==> src/rtl/mac_pkg.sv <==
`default_nettype none
// ============================================================================
// Package  : mac_pkg
// Purpose  : Mode constants and saturation-limit helpers for the pipelined MAC.
// Revision : 1.0
// ============================================================================
package mac_pkg;

  localparam bit MAC_UNSIGNED = 1'b0;
  localparam bit MAC_SIGNED   = 1'b1;
  localparam bit MAC_WRAP     = 1'b0;
  localparam bit MAC_SAT      = 1'b1;

  localparam int c_ACC_WIDTH_LIMIT = 64;

  // Largest representable accumulator value, returned in the low `width` bits.
  function automatic logic [63:0] sat_max(input int width, input bit signed_mode);
    logic [63:0] lim;
    if (signed_mode == MAC_SIGNED) begin
      lim = (64'd1 << (width - 1)) - 64'd1;
    end else if (width >= 64) begin
      lim = '1;
    end else begin
      lim = (64'd1 << width) - 64'd1;
    end
    return lim;
  endfunction

  function automatic logic [63:0] sat_min(input int width, input bit signed_mode);
    logic [63:0] lim;
    if (signed_mode == MAC_SIGNED) begin
      lim = ~((64'd1 << (width - 1)) - 64'd1);
    end else begin
      lim = '0;
    end
    return lim;
  endfunction

endpackage
`default_nettype wire

==> src/rtl/mac_product_stage.sv <==
`default_nettype none
// ============================================================================
// Module   : mac_product_stage
// Purpose  : Operand qualification, exact multiply and extension to ACC_WIDTH+1.
// Revision : 1.0
// ============================================================================
module mac_product_stage
  import mac_pkg::*;
#(
  parameter int IN_WIDTH    = 8,
  parameter int ACC_WIDTH   = 24,
  parameter bit SIGNED_MODE = MAC_UNSIGNED
) (
  input  logic                 clk,
  input  logic                 rst,
  input  logic                 i_in_valid,
  input  logic                 i_clear_acc,
  input  logic [IN_WIDTH-1:0]  i_a,
  input  logic [IN_WIDTH-1:0]  i_b,
  output logic [ACC_WIDTH:0]   o_product,
  output logic                 o_p_valid,
  output logic                 o_p_clear
);

  localparam int c_PROD_W = 2 * IN_WIDTH;
  localparam int c_EXT_W  = ACC_WIDTH + 1 - c_PROD_W;

  logic [c_PROD_W-1:0] w_prod;
  logic                w_sign;
  logic [ACC_WIDTH:0]  w_product_d;
  logic [ACC_WIDTH:0]  r_product_q;
  logic                r_p_valid_q;
  logic                r_p_clear_q;

  always_comb begin
    // Low 2N bits of a product of extended operands are exact in either mode.
    if (SIGNED_MODE == MAC_SIGNED) begin
      w_prod = c_PROD_W'($signed(i_a)) * c_PROD_W'($signed(i_b));
      w_sign = w_prod[c_PROD_W-1];
    end else begin
      w_prod = c_PROD_W'(i_a) * c_PROD_W'(i_b);
      w_sign = 1'b0;
    end
    w_product_d = r_product_q;
    if (i_in_valid || i_clear_acc) begin
      w_product_d = {{c_EXT_W{w_sign}}, w_prod};
    end
  end

  always_ff @(posedge clk or posedge rst) begin
    if (rst) begin
      r_product_q <= '0;
      r_p_valid_q <= 1'b0;
      r_p_clear_q <= 1'b0;
    end else begin
      r_product_q <= w_product_d;
      r_p_valid_q <= i_in_valid;
      r_p_clear_q <= i_clear_acc;
    end
  end

  assign o_product = r_product_q;
  assign o_p_valid = r_p_valid_q;
  assign o_p_clear = r_p_clear_q;

endmodule
`default_nettype wire

==> src/rtl/mac_accumulator_pipelined.sv <==
`default_nettype none
// ============================================================================
// Module   : mac_accumulator_pipelined
// Purpose  : Two-stage multiply-accumulate with clear, saturation and term count.
// Revision : 1.0
// ============================================================================
module mac_accumulator_pipelined
  import mac_pkg::*;
#(
  parameter int IN_WIDTH    = 8,
  parameter int ACC_WIDTH   = 24,
  parameter bit SIGNED_MODE = MAC_UNSIGNED,
  parameter bit SATURATE    = MAC_SAT,
  parameter int COUNT_WIDTH = 8
) (
  input  logic                   clockPulse,
  input  logic                   Reset,
  input  logic                   inValid,
  input  logic                   clearAcc,
  input  logic [IN_WIDTH-1:0]    numberOne,
  input  logic [IN_WIDTH-1:0]    numberTwo,
  output logic [ACC_WIDTH-1:0]   Result,
  output logic                   resultValid,
  output logic                   overflow,
  output logic [COUNT_WIDTH-1:0] termCount
);

  generate
    if (ACC_WIDTH < 2 * IN_WIDTH || ACC_WIDTH > c_ACC_WIDTH_LIMIT) begin : g_bad_width
      $error("mac_accumulator_pipelined: ACC_WIDTH must lie in [2*IN_WIDTH, 64]");
    end
  endgenerate

  localparam logic [ACC_WIDTH-1:0] c_SAT_MAX = ACC_WIDTH'(sat_max(ACC_WIDTH, SIGNED_MODE));
  localparam logic [ACC_WIDTH-1:0] c_SAT_MIN = ACC_WIDTH'(sat_min(ACC_WIDTH, SIGNED_MODE));

  logic [ACC_WIDTH:0]     w_product;
  logic                   w_p_valid;
  logic                   w_p_clear;
  logic [ACC_WIDTH:0]     w_acc_ext;
  logic [ACC_WIDTH:0]     w_sum;
  logic                   w_ovf_event;
  logic                   w_ovf_neg;

  logic [ACC_WIDTH-1:0]   w_acc_d,   r_acc_q;
  logic [COUNT_WIDTH-1:0] w_cnt_d,   r_cnt_q;
  logic                   w_ovf_d,   r_ovf_q;
  logic                   w_rv_d,    r_rv_q;

  mac_product_stage #(
    .IN_WIDTH    (IN_WIDTH),
    .ACC_WIDTH   (ACC_WIDTH),
    .SIGNED_MODE (SIGNED_MODE)
  ) u_product (
    .clk         (clockPulse),
    .rst         (Reset),
    .i_in_valid  (inValid),
    .i_clear_acc (clearAcc),
    .i_a         (numberOne),
    .i_b         (numberTwo),
    .o_product   (w_product),
    .o_p_valid   (w_p_valid),
    .o_p_clear   (w_p_clear)
  );

  always_comb begin
    w_acc_ext = {(SIGNED_MODE == MAC_SIGNED) ? r_acc_q[ACC_WIDTH-1] : 1'b0, r_acc_q};
    w_sum     = w_acc_ext + w_product;
    if (SIGNED_MODE == MAC_SIGNED) begin
      w_ovf_event = (r_acc_q[ACC_WIDTH-1] == w_product[ACC_WIDTH]) &&
                    (w_sum[ACC_WIDTH-1] != r_acc_q[ACC_WIDTH-1]);
      w_ovf_neg   = r_acc_q[ACC_WIDTH-1];
    end else begin
      w_ovf_event = w_sum[ACC_WIDTH];
      w_ovf_neg   = 1'b0;
    end

    w_acc_d = r_acc_q;
    w_cnt_d = r_cnt_q;
    w_ovf_d = r_ovf_q;
    w_rv_d  = w_p_valid || w_p_clear;

    if (w_p_clear) begin
      // A clear paired with a term starts the new sum with that term.
      w_acc_d = w_p_valid ? w_product[ACC_WIDTH-1:0] : '0;
      w_cnt_d = w_p_valid ? COUNT_WIDTH'(1) : '0;
      w_ovf_d = 1'b0;
    end else if (w_p_valid) begin
      w_acc_d = w_sum[ACC_WIDTH-1:0];
      if (w_ovf_event) begin
        w_ovf_d = 1'b1;
        if (SATURATE == MAC_SAT) begin
          w_acc_d = w_ovf_neg ? c_SAT_MIN : c_SAT_MAX;
        end
      end
      if (r_cnt_q != '1) begin
        w_cnt_d = r_cnt_q + COUNT_WIDTH'(1);
      end
    end
  end

  always_ff @(posedge clockPulse or posedge Reset) begin
    if (Reset) begin
      r_acc_q <= '0;
      r_cnt_q <= '0;
      r_ovf_q <= 1'b0;
      r_rv_q  <= 1'b0;
    end else begin
      r_acc_q <= w_acc_d;
      r_cnt_q <= w_cnt_d;
      r_ovf_q <= w_ovf_d;
      r_rv_q  <= w_rv_d;
    end
  end

  assign Result      = r_acc_q;
  assign resultValid = r_rv_q;
  assign overflow    = r_ovf_q;
  assign termCount   = r_cnt_q;

endmodule
`default_nettype wire

==> config.mk <==
export PLATFORM = sky130hd
export DESIGN_NAME = mac_accumulator_pipelined
export DESIGN_NICKNAME = d
export VERILOG_FILES = /design/src/rtl/mac_pkg.sv /design/src/rtl/mac_product_stage.sv /design/src/rtl/mac_accumulator_pipelined.sv
export SDC_FILE = /design/constraint.sdc
export NUM_CORES = 1
export LEC_CHECK = 0
export BUFFER_PORTS_ARGS = -buffer_cell sky130_fd_sc_hd__buf_2
export CELL_PAD_IN_SITES_DETAIL_PLACEMENT = 0
export CELL_PAD_IN_SITES_GLOBAL_PLACEMENT = 1
export CORE_MARGIN = 2
export CORE_UTILIZATION = 51
export CTS_CLUSTER_DIAMETER = 120
export DETAILED_ROUTE_END_ITERATION = 7
export GPL_TIMING_DRIVEN = 0
export PLACE_DENSITY_LB_ADDON = 0.15
export SETUP_SLACK_MARGIN = 0.4
export SKIP_CTS_REPAIR_TIMING = 1
export SLEW_MARGIN = 20
export SYNTH_ARGS = -nofsm -noshare
export SYNTH_HDL_FRONTEND = slang
export SYNTH_HIERARCHICAL = 1
export SYNTH_SLANG_ARGS = --single-unit
export TNS_END_PERCENT = 100
==> constraint.sdc <==
create_clock -name clockPulse -period 5.7 [get_ports clockPulse]
set_clock_uncertainty 0.1 [all_clocks]
set_input_delay 1.14 -clock clockPulse [delete_from_list [all_inputs] [get_ports clockPulse]]
set_output_delay 1.14 -clock clockPulse [all_outputs]
set_load 0.005 [all_outputs]
# == After elaboration in Yosys (flattened, before gate mapping) ==
# Cells that the tools add are included.
# totals
inputBits,20
output_inout_bits,34
register_bits,52
elab_cells,29
# op_classes
n_eq_ne,1
multipliers,1
n_addsub,2
muxes,11
reduce_logical,7
# op_table
op,n
$mux W24,3
$add A24 B16 Y25,1
$mux W8,3
$mul A8 B8 Y16,1
$mux W16,1
$add A8 B1 Y8 const B,1
$ne A8 B8 Y1 const B,1
$reduce_bool A2 Y1,3
$mux W1,4
$reduce_and A2 Y1,2
$logic_or A1 B1 Y1,2

# == Longest topological paths before layout ==
# Gate-level depths: netlist of run 1.
# logic_depth
ltp_word,4
mapped_depth,15
depth_no_buf,15

# == By module ==
# Netlist of run 1, hierarchy kept.
# modules_own_cells
module,area_each_um2,instances,seq_area_each_um2,cells_per_inst
mac_accumulator_pipelined,3072.9,1,850.8,353
mac_product_stage,2806.4,1,450.4,313

# == Worst setup path after synthesis of run 1 ==
# OpenSTA, ideal clock, no wires.
# synth_timing
path_kind,input port to flip-flop
from,input port numberOne[3]
to,"register u_product.r_product_q[14], in the netlist u_product/o_product[14]"
path_buffers,0
slack_ns,0.864
arrival_time_ns,4.603
required_ns,5.467
path_stages,15
setup_time_ns,0.133
path_cell_list,and2_1 fa_1 inv_1 fa_1 inv_1 fa_1 inv_1 fa_1 inv_1 ha_1 a21oi_1 o211ai_2 a21boi_2 nor4b_1 a211oi_1
# synth_between
elab_chain_cells,1
# synth_lines
element,line,text
start: declaration,mac_accumulator_pipelined.sv:20,"input logic [IN_WIDTH-1:0] numberOne,"
$mul A8 B8 Y16,mac_product_stage.sv:41,w_prod = c_PROD_W'(i_a) * c_PROD_W'(i_b);
end signal: assignment,mac_product_stage.sv:56,r_product_q <= w_product_d;
end: declaration,mac_product_stage.sv:31,logic [ACC_WIDTH:0] r_product_q;
# Every way passes these cells.
# A chain may end at the register's enable or synchronous reset.

# == Final worst setup path of run 1 ==
# Same ends and word-level chain as after synthesis.

==> results of run 1 <==
==> path summary, 6_finish.rpt <==
kind	to	slack (ps)	cells past startpoint
worst min-delay path	overflow$_DFFE_PP0P_	410	2
worst min register to register	overflow$_DFFE_PP0P_	410	2
max in group asynchronous	u_product/o_product[12]$_DFFE_PP0P_	4230	2
worst max-delay path	u_product/o_product[14]$_DFFE_PP0P_	670	16
min in group asynchronous	Result[3]$_DFFE_PP0P_	710	2
worst max register to register	Result[2]$_DFFE_PP0P_	2510	11
==> sequential cells by signal (all words and copies together) (netlist names) <==
signal               flops
Result                  24
overflow                 1
resultValid              1
termCount                8
u_product/o_p_clear      1
u_product/o_p_valid      1
u_product/o_product     16
==> cells by family after synthesis <==
family          after synthesis
xor+xnor                     33
mux                           5
fa+ha+maj                    98
flops                        52
buf+inv                      92
other cells                   1
simple gates                224
compound gates              161
==> metrics by stage <==
stage          cells  hold slack, ps  area [um2]
3_5_place_dp     871             400        6380
5_1_grt          879             440        6560
6_report         879             408        6560
4_1_cts          879             413        6560
2_1_floorplan    674             366        5910
3_3_place_gp     870             395        6350
==> metal layers <==
layer  track usage  routed length, um  vias to the layer above
met1         0.363               7020                     2448
met3        0.0310                638                       18
met5             0                  0                        -
li1              -                  -                     2414
met2         0.366               6250                      129
met4        0.0453                213                        0
==> worst max-delay path, cell delays in order <==
cell and delay [ps]:
buf_2 150, and2_1 190, fa_1 530, inv_1 50, fa_1 490, inv_1 60
fa_1 540, inv_1 70, fa_1 540, inv_1 40, ha_1 350, a21oi_1 200
o211ai_2 160, a21boi_2 220, nor4b_1 300, a211oi_1 80
==> cell usage after synthesis (2+ instances only) <==
| library cell | n |
|---|---|
| buf_4 | 10 |
| a211oi_1 | 3 |
| and4_1 | 3 |
| nor3_1 | 3 |
| ha_1 | 61 |
| o21bai_1 | 4 |
| a21oi_2 | 3 |
| a311oi_1 | 3 |
| nand4_1 | 8 |
| buf_6 | 3 |
| xor2_1 | 21 |
| nand3b_1 | 3 |
| o211ai_1 | 4 |
| a21o_1 | 24 |
| clkbuf_1 | 14 |
| nand3_1 | 11 |
| o21ai_1 | 3 |
| xnor2_1 | 12 |
| mux2i_1 | 4 |
| a31oi_1 | 4 |
| nor2_1 | 55 |
| or2_2 | 2 |
| or3_1 | 3 |
| a31o_1 | 2 |
| nand2b_1 | 5 |
| nor2b_1 | 5 |
| o21a_1 | 4 |
| buf_1 | 2 |
| o2111ai_1 | 2 |
| o21ai_0 | 24 |
| nand2_1 | 67 |
| a221oi_2 | 2 |
| a2111oi_0 | 3 |
| dfrtp_1 | 52 |
| a21oi_1 | 45 |
| o21ai_2 | 2 |
| and3_1 | 4 |
| and2_1 | 47 |
| fa_1 | 37 |
| a311oi_2 | 15 |
| inv_1 | 58 |
| buf_2 | 5 |
==> area by class of cell <==
cell class	instances	area [um2]
buffer	34	194
clock buffer	6	139
clock inverter	2	38.8
fill	1074	4760
inverter	58	218
multi-input combinational	530	4200
sequential	52	1300
tap	143	179
timing repair buffer	54	293
==> power groups by stage <==
stage	registers [mW]	logic (mW)	clock network, mW
finish	0.557	1.61	0.359
global route	0.567	1.83	0.382
CTS	0.558	1.61	0.368
detailed placement	0.565	1.59	0
global placement	0.560	1.57	0
floorplan	0.536	1.25	0
==> impl_results.html, run 1 <==
<table>
<tr><th>Metric</th><th>Value</th></tr>
<tr><th colspan="2">Outcome</th></tr>
<tr><td>Result of the run</td><td>complete, no violations</td></tr>
<tr><th colspan="2">Global routing</th></tr>
<tr><td>Pin count of the biggest net entering global routing</td><td>24</td></tr>
<tr><td>First-pass GRT wire length</td><td>24300 um</td></tr>
<tr><td>Antenna violations before repair</td><td>0</td></tr>
<tr><td>Vias in the first global route</td><td>4979</td></tr>
<tr><td>Global Route Usage Sum</td><td>0.238</td></tr>
<tr><td>Overflow after GRT</td><td>0</td></tr>
<tr><th colspan="2">Routing</th></tr>
<tr><td>Total via count after detailed routing</td><td>5009</td></tr>
<tr><td>Mean routed wirelength per cell</td><td>16.1 um</td></tr>
<tr><td>Number of routed nets with antenna violations</td><td>0</td></tr>
<tr><td>Initial DRT Pass Iterations</td><td>5</td></tr>
<tr><td>Routed vias/inst</td><td>5.70</td></tr>
<tr><td>Remaining routing DRC violations</td><td>0</td></tr>
<tr><td>DRC violation total after the first TritonRoute iteration</td><td>316</td></tr>
<tr><td>Routed wire length</td><td>14100 um</td></tr>
<tr><th colspan="2">Clock tree</th></tr>
<tr><td>Inserted Clock Buffers</td><td>5</td></tr>
<tr><td>Sinks on the clock net</td><td>52</td></tr>
<tr><td>Clock tree from TritonCTS</td><td>done</td></tr>
<tr><td>Number of H-tree levels</td><td>2</td></tr>
<tr><td>Clock input transition at the sequential cells of the worst setup and hold paths</td><td>70 ps</td></tr>
<tr><td>Clock Path Buffers</td><td>2</td></tr>
<tr><td>Later-pin clock latency in the skew report</td><td>300 ps</td></tr>
<tr><td>CTS Root Buffer Type</td><td>clkbuf_16</td></tr>
<tr><th colspan="2">Power and ir drop</th></tr>
<tr><td>Switching Power</td><td>1.17 mW</td></tr>
<tr><td>Power, Total</td><td>2.53 mW</td></tr>
<tr><td>Clock network fraction of total power</td><td>0.142</td></tr>
<tr><td>Switching power share of the total</td><td>0.462</td></tr>
<tr><td>Part of the total power dissipated in sequential elements</td><td>0.220</td></tr>
<tr><td>Combinational cell fraction of total power</td><td>0.638</td></tr>
<tr><td>Worst-case vdd ir drop</td><td>271 uV</td></tr>
<tr><td>Cell Int Power</td><td>1.36 mW</td></tr>
<tr><td>Leakage</td><td>3.26 nW</td></tr>
<tr><td>Power density over the cells</td><td>386 mW/mm2</td></tr>
<tr><th colspan="2">Run</th></tr>
<tr><td>Maximum Capacitance Violations</td><td>0</td></tr>
<tr><th colspan="2">Synth</th></tr>
<tr><td>Parity-gate share of the synthesized area counting xor and xnor cells</td><td>0.0492</td></tr>
<tr><td>Share of the synthesized area in the top cell type</td><td>0.221</td></tr>
<tr><td>Main combinational cell family by area after synthesis</td><td>adder cells</td></tr>
<tr><td>Multiplexer area fraction after synthesis</td><td>0.00873</td></tr>
<tr><td>Post-Syn Area per Cell</td><td>8.83 um2</td></tr>
<tr><td>Synthesized instance count</td><td>666</td></tr>
<tr><td>Post-synthesis share of cell area spent on full adders, half adders and majority gates</td><td>0.256</td></tr>
<tr><td>Cell type with the highest aggregate area in the netlist</td><td>dfrtp_1</td></tr>
<tr><td>Most used DFF post-synth</td><td>dfrtp_1</td></tr>
<tr><td>Sequential-to-total area share from yosys stat</td><td>0.221</td></tr>
<tr><td>Number of warnings printed during yosys synthesis</td><td>6</td></tr>
<tr><td>Post-Synthesis Cell Area</td><td>0.00588 mm2</td></tr>
<tr><td>Simple-gate portion of the synthesized area</td><td>0.189</td></tr>
<tr><td>Synth async-reset ratio</td><td>1.00</td></tr>
<tr><td>Register bit total from synthesis</td><td>52</td></tr>
<tr><td>Complex-gate fraction of the synthesized area</td><td>0.205</td></tr>
<tr><td>Most area-consuming cells after synthesis</td><td>dfrtp_1, ha_1, fa_1</td></tr>
<tr><td>Number of unique standard cell types used by synthesis</td><td>66</td></tr>
<tr><td>Number of enable-type register cells in the synthesized netlist</td><td>0</td></tr>
<tr><th colspan="2">STA</th></tr>
<tr><td>Worst slew slack as a fraction of its limit</td><td>0.472</td></tr>
<tr><td>Setup repair after global routing missed its margin</td><td>no</td></tr>
<tr><td>Worst Max-Slew Pin Slew</td><td>792 ps</td></tr>
<tr><td>TNS Setup</td><td>0 ps</td></tr>
<tr><td>Minimum period implied by the final worst setup slack</td><td>5030 ps</td></tr>
<tr><td>Post-route fraction of the period consumed by the critical path</td><td>0.883</td></tr>
<tr><td>Least setup slack across all paths after layout</td><td>666 ps</td></tr>
<tr><td># setup viols final</td><td>0</td></tr>
<tr><td>Maximum achievable frequency</td><td>0.199 GHz</td></tr>
<tr><td>Fin. max-slew vios</td><td>0</td></tr>
<tr><td>Final-report hold violation count</td><td>0</td></tr>
<tr><th colspan="2">Placed design</th></tr>
<tr><td>Worst setup slack before clock tree synthesis</td><td>415 ps</td></tr>
<tr><td>HPWL after detailed placement</td><td>11200 um</td></tr>
<tr><td>Number of I/O port buffers</td><td>53</td></tr>
<tr><td>Final weighted congestion in routability-driven placement</td><td>0.841</td></tr>
<tr><th colspan="2">Setup path</th></tr>
<tr><td>Data arrival time of the worst path</td><td>5100 ps</td></tr>
<tr><td>Critical path type</td><td>primary input to flop</td></tr>
<tr><td>Required time of the critical path</td><td>5770 ps</td></tr>
<tr><td>Crit path launch</td><td>numberOne[3]</td></tr>
<tr><td>Startpoint type of the worst setup path</td><td>primary input</td></tr>
<tr><td>Highest net fanout along the worst path</td><td>8</td></tr>
<tr><td>Startpoint of the most critical register-to-register path</td><td>Result[0]$_DFFE_PP0P_</td></tr>
<tr><td>Crit end category</td><td>flop</td></tr>
<tr><th colspan="2">Die</th></tr>
<tr><td># IOs</td><td>54</td></tr>
<tr><td>Core Region</td><td>0.0113 mm2</td></tr>
<tr><td>Initial core utilization</td><td>0.519</td></tr>
<tr><td>Die Outline Area</td><td>0.0124 mm2</td></tr>
<tr><td>Die boundary width</td><td>111 um</td></tr>
<tr><td>Cell row count</td><td>39</td></tr>
<tr><td>Height of the die</td><td>111 um</td></tr>
<tr><th colspan="2">Layout</th></tr>
<tr><td>Fin util</td><td>0.579</td></tr>
<tr><td>Post-synthesis to final-layout area growth</td><td>11.6%</td></tr>
<tr><td>Antenna fix cells</td><td>0</td></tr>
<tr><td>Fraction of layout instances using a drive strength above 1</td><td>0.158</td></tr>
<tr><td>Most common cell after layout, fill and taps aside</td><td>nand2_1</td></tr>
<tr><td>Nets@finish</td><td>853</td></tr>
<tr><td>Highest-count cells in the layout ignoring fill and taps</td><td>nand2_1, ha_1, buf_2</td></tr>
<tr><th colspan="2">Hold path</th></tr>
<tr><td>Type of the most critical hold path</td><td>flop to flop</td></tr>
<tr><td>Source of the worst hold timing path</td><td>overflow$_DFFE_PP0P_</td></tr>
</table>
(Power assumes the default switching activity.)
==> run 2, diff against run 1 <==
Settings changed: PLACE_DENSITY set to 0.84, PLACE_DENSITY_LB_ADDON 0.15 to unset, SETUP_SLACK_MARGIN 0.4 to 0.05.
==> run 2 against run 1 <==
Cell count unchanged. Worst hold slack improved by 7.0 ps. Design area decreased by 0.21%. Critical path type unchanged. Die area unchanged. Via count decreased by 0.36%. Combinational power about the same. Largest cell class unchanged. Core utilization decreased by 0.12 points. Highest routed layer unchanged. Clock power decreased by 4%.
==> impl_results.html, run 2 (synthesis gave the netlist of run 1 again) <==
<table>
<tr><th>Metric</th><th>Value</th></tr>
<tr><th colspan="2">Placed design</th></tr>
<tr><td>HPWL after detailed placement</td><td>11000 um</td></tr>
<tr><td>Final weighted congestion in routability-driven placement</td><td>0.851</td></tr>
<tr><td>Number of I/O port buffers</td><td>53</td></tr>
<tr><td>Post-place instance area</td><td>0.00638 mm2</td></tr>
<tr><th colspan="2">Setup path</th></tr>
<tr><td>Worst-path cell with the longest stage delay</td><td>fa_1</td></tr>
<tr><td>Critical path type</td><td>primary input to flop</td></tr>
<tr><td>Count of cells along the worst register-to-register path</td><td>11</td></tr>
<tr><td>Required time of the critical path</td><td>5760 ps</td></tr>
<tr><td>Startpoint type of the worst setup path</td><td>primary input</td></tr>
<tr><td>Register-to-register path setup slack</td><td>2490 ps</td></tr>
<tr><td>Endpoint of the worst register-to-register path</td><td>Result[12]$_DFFE_PP0P_</td></tr>
<tr><td>Startpoint of the most critical register-to-register path</td><td>Result[0]$_DFFE_PP0P_</td></tr>
<tr><td>Ordered cell list for the critical path</td><td>buf_2 -&gt; and2_1 -&gt; fa_1 -&gt; inv_1 -&gt; fa_1 -&gt; inv_1 -&gt; fa_1 -&gt; inv_1 -&gt; fa_1 -&gt; inv_1 -&gt; ha_1 -&gt; a21oi_1 -&gt; o211ai_2 -&gt; a21boi_2 -&gt; nor4b_1 -&gt; a211oi_1</td></tr>
<tr><td>Peak per-stage delay on the critical path</td><td>550 ps</td></tr>
<tr><td>Crit end category</td><td>flop</td></tr>
<tr><td>Data arrival time of the worst path</td><td>5030 ps</td></tr>
<tr><td>Highest net fanout along the worst path</td><td>8</td></tr>
<tr><th colspan="2">Layout</th></tr>
<tr><td>Non-Filler Cell Area, Final</td><td>0.00655 mm2</td></tr>
<tr><td>Fraction of layout instances using a drive strength above 1</td><td>0.156</td></tr>
<tr><td>Antenna fix cells</td><td>0</td></tr>
<tr><td>Highest-count cells in the layout ignoring fill and taps</td><td>nand2_1, ha_1, buf_2</td></tr>
<tr><td>Max FFs per register</td><td>24</td></tr>
<tr><td>Nets@finish</td><td>853</td></tr>
<tr><td>Post-synthesis to final-layout area growth</td><td>11.3%</td></tr>
<tr><td>Most common cell after layout, fill and taps aside</td><td>nand2_1</td></tr>
<tr><th colspan="2">Die</th></tr>
<tr><td>Initial core utilization</td><td>0.519</td></tr>
<tr><td>Die Outline Area</td><td>0.0124 mm2</td></tr>
<tr><td>Height of the die</td><td>111 um</td></tr>
<tr><td>Core Region</td><td>0.0113 mm2</td></tr>
<tr><td># IOs</td><td>54</td></tr>
<tr><td>Die boundary width</td><td>111 um</td></tr>
<tr><td>Cell row count</td><td>39</td></tr>
<tr><th colspan="2">STA</th></tr>
<tr><td># setup viols final</td><td>0</td></tr>
<tr><td>Fin. max-slew vios</td><td>0</td></tr>
<tr><td>Worst Max-Slew Pin Slew</td><td>789 ps</td></tr>
<tr><td>Minimum period implied by the final worst setup slack</td><td>4960 ps</td></tr>
<tr><td>Final-report hold violation count</td><td>0</td></tr>
<tr><td>Worst slew slack as a fraction of its limit</td><td>0.474</td></tr>
<tr><td>TNS Setup</td><td>0 ps</td></tr>
<tr><td>Maximum achievable frequency</td><td>0.201 GHz</td></tr>
<tr><td>Post-route fraction of the period consumed by the critical path</td><td>0.871</td></tr>
<tr><td>Setup repair after global routing missed its margin</td><td>no</td></tr>
<tr><th colspan="2">Global routing</th></tr>
<tr><td>Pin count of the biggest net entering global routing</td><td>24</td></tr>
<tr><td>Overflow after GRT</td><td>0</td></tr>
<tr><td>Antenna violations before repair</td><td>0</td></tr>
<tr><td>First-pass GRT wire length</td><td>23400 um</td></tr>
<tr><td>Vias in the first global route</td><td>4789</td></tr>
<tr><td>Global Route Usage Sum</td><td>0.227</td></tr>
<tr><th colspan="2">Clock tree</th></tr>
<tr><td>Clock tree from TritonCTS</td><td>done</td></tr>
<tr><td>Inserted Clock Buffers</td><td>5</td></tr>
<tr><td>CTS Root Buffer Type</td><td>clkbuf_16</td></tr>
<tr><td>Clock Path Buffers</td><td>2</td></tr>
<tr><td>Later-pin clock latency in the skew report</td><td>290 ps</td></tr>
<tr><td>Clock input transition at the sequential cells of the worst setup and hold paths</td><td>70 ps</td></tr>
<tr><td>Number of H-tree levels</td><td>2</td></tr>
<tr><td>Sinks on the clock net</td><td>52</td></tr>
<tr><th colspan="2">Routing</th></tr>
<tr><td>Initial DRT Pass Iterations</td><td>4</td></tr>
<tr><td>Remaining routing DRC violations</td><td>0</td></tr>
<tr><td>Routed vias/inst</td><td>5.68</td></tr>
<tr><td>Routed wire length</td><td>13800 um</td></tr>
<tr><td>Total via count after detailed routing</td><td>4991</td></tr>
<tr><td>Mean routed wirelength per cell</td><td>15.7 um</td></tr>
<tr><td>DRC violation total after the first TritonRoute iteration</td><td>257</td></tr>
<tr><td>Number of routed nets with antenna violations</td><td>0</td></tr>
<tr><th colspan="2">Power and ir drop</th></tr>
<tr><td>Power density over the cells</td><td>382 mW/mm2</td></tr>
<tr><td>Worst-case vdd ir drop</td><td>292 uV</td></tr>
<tr><td>Power, Total</td><td>2.50 mW</td></tr>
<tr><td>Leakage</td><td>3.26 nW</td></tr>
<tr><th colspan="2">Hold path</th></tr>
<tr><td>Endpoint with the worst hold slack</td><td>overflow$_DFFE_PP0P_</td></tr>
<tr><td>Type of the most critical hold path</td><td>flop to flop</td></tr>
<tr><td>Worst Hold Path Cells</td><td>2</td></tr>
<tr><td>Source of the worst hold timing path</td><td>overflow$_DFFE_PP0P_</td></tr>
<tr><th colspan="2">Run</th></tr>
<tr><td>Maximum Capacitance Violations</td><td>0</td></tr>
<tr><th colspan="2">Outcome</th></tr>
<tr><td>Result of the run</td><td>complete, no violations</td></tr>
</table>
-- run 2: worst max-delay path: cells and delay by family --
family                     cells  cell delay (ps)
and+or+nand+nor                2              440
buffers and inverters          5              370
adders and majority gates      5             2440
AOI/OAI and AO/OA              4              610
-- run 2: worst max path at each step --
stage	from	to	slack, ps	depth (start not counted)
after floorplan	numberOne[3]	u_product/o_product[14]$_DFFE_PP0P_	860	15
after global placement	numberOne[3]	u_product/o_product[14]$_DFFE_PP0P_	490	16
after detailed placement	numberOne[3]	u_product/o_product[14]$_DFFE_PP0P_	460	16
after CTS	numberOne[3]	u_product/o_product[14]$_DFFE_PP0P_	740	16
after global routing	numberOne[3]	u_product/o_product[14]$_DFFE_PP0P_	540	16
final	numberOne[3]	u_product/o_product[14]$_DFFE_PP0P_	740	16
-- run 2: layout make-up --
cell class | count | area, um2
buffer | 34 | 194
clock buffer | 6 | 129
clock inverter | 2 | 35.0
fill | 1044 | 4780
inverter | 58 | 218
multi-input combinational | 530 | 4200
sequential | 52 | 1300
tap | 143 | 179
timing repair buffer | 54 | 293
-- run 2: power breakdown --
part | switching (mW) | leakage (nW) | internal, mW
Sequential | 0.0949 | 0.640 | 0.463
Clock | 0.137 | 0.0808 | 0.207
Combinational | 0.923 | 2.54 | 0.676
-- run 2: per-stage QoR --
step,hold WS [ps],std cells,worst slack [ps],utilization
after floorplan,366,674,864,-
after global placement,393,870,486,0.561
after detailed placement,404,871,458,0.564
after CTS,423,879,739,0.578
after global routing,446,879,540,0.578
final,415,879,736,0.578
-- run 2: per-layer routing --
metal | vias up | part of all wire | track usage
met4 | 0 | 0.0036 | 0.0263
li1 | 2421 | - | -
met5 | - | 0 | 0
met2 | 131 | 0.44 | 0.350
met3 | 6 | 0.054 | 0.0408
met1 | 2433 | 0.50 | 0.346
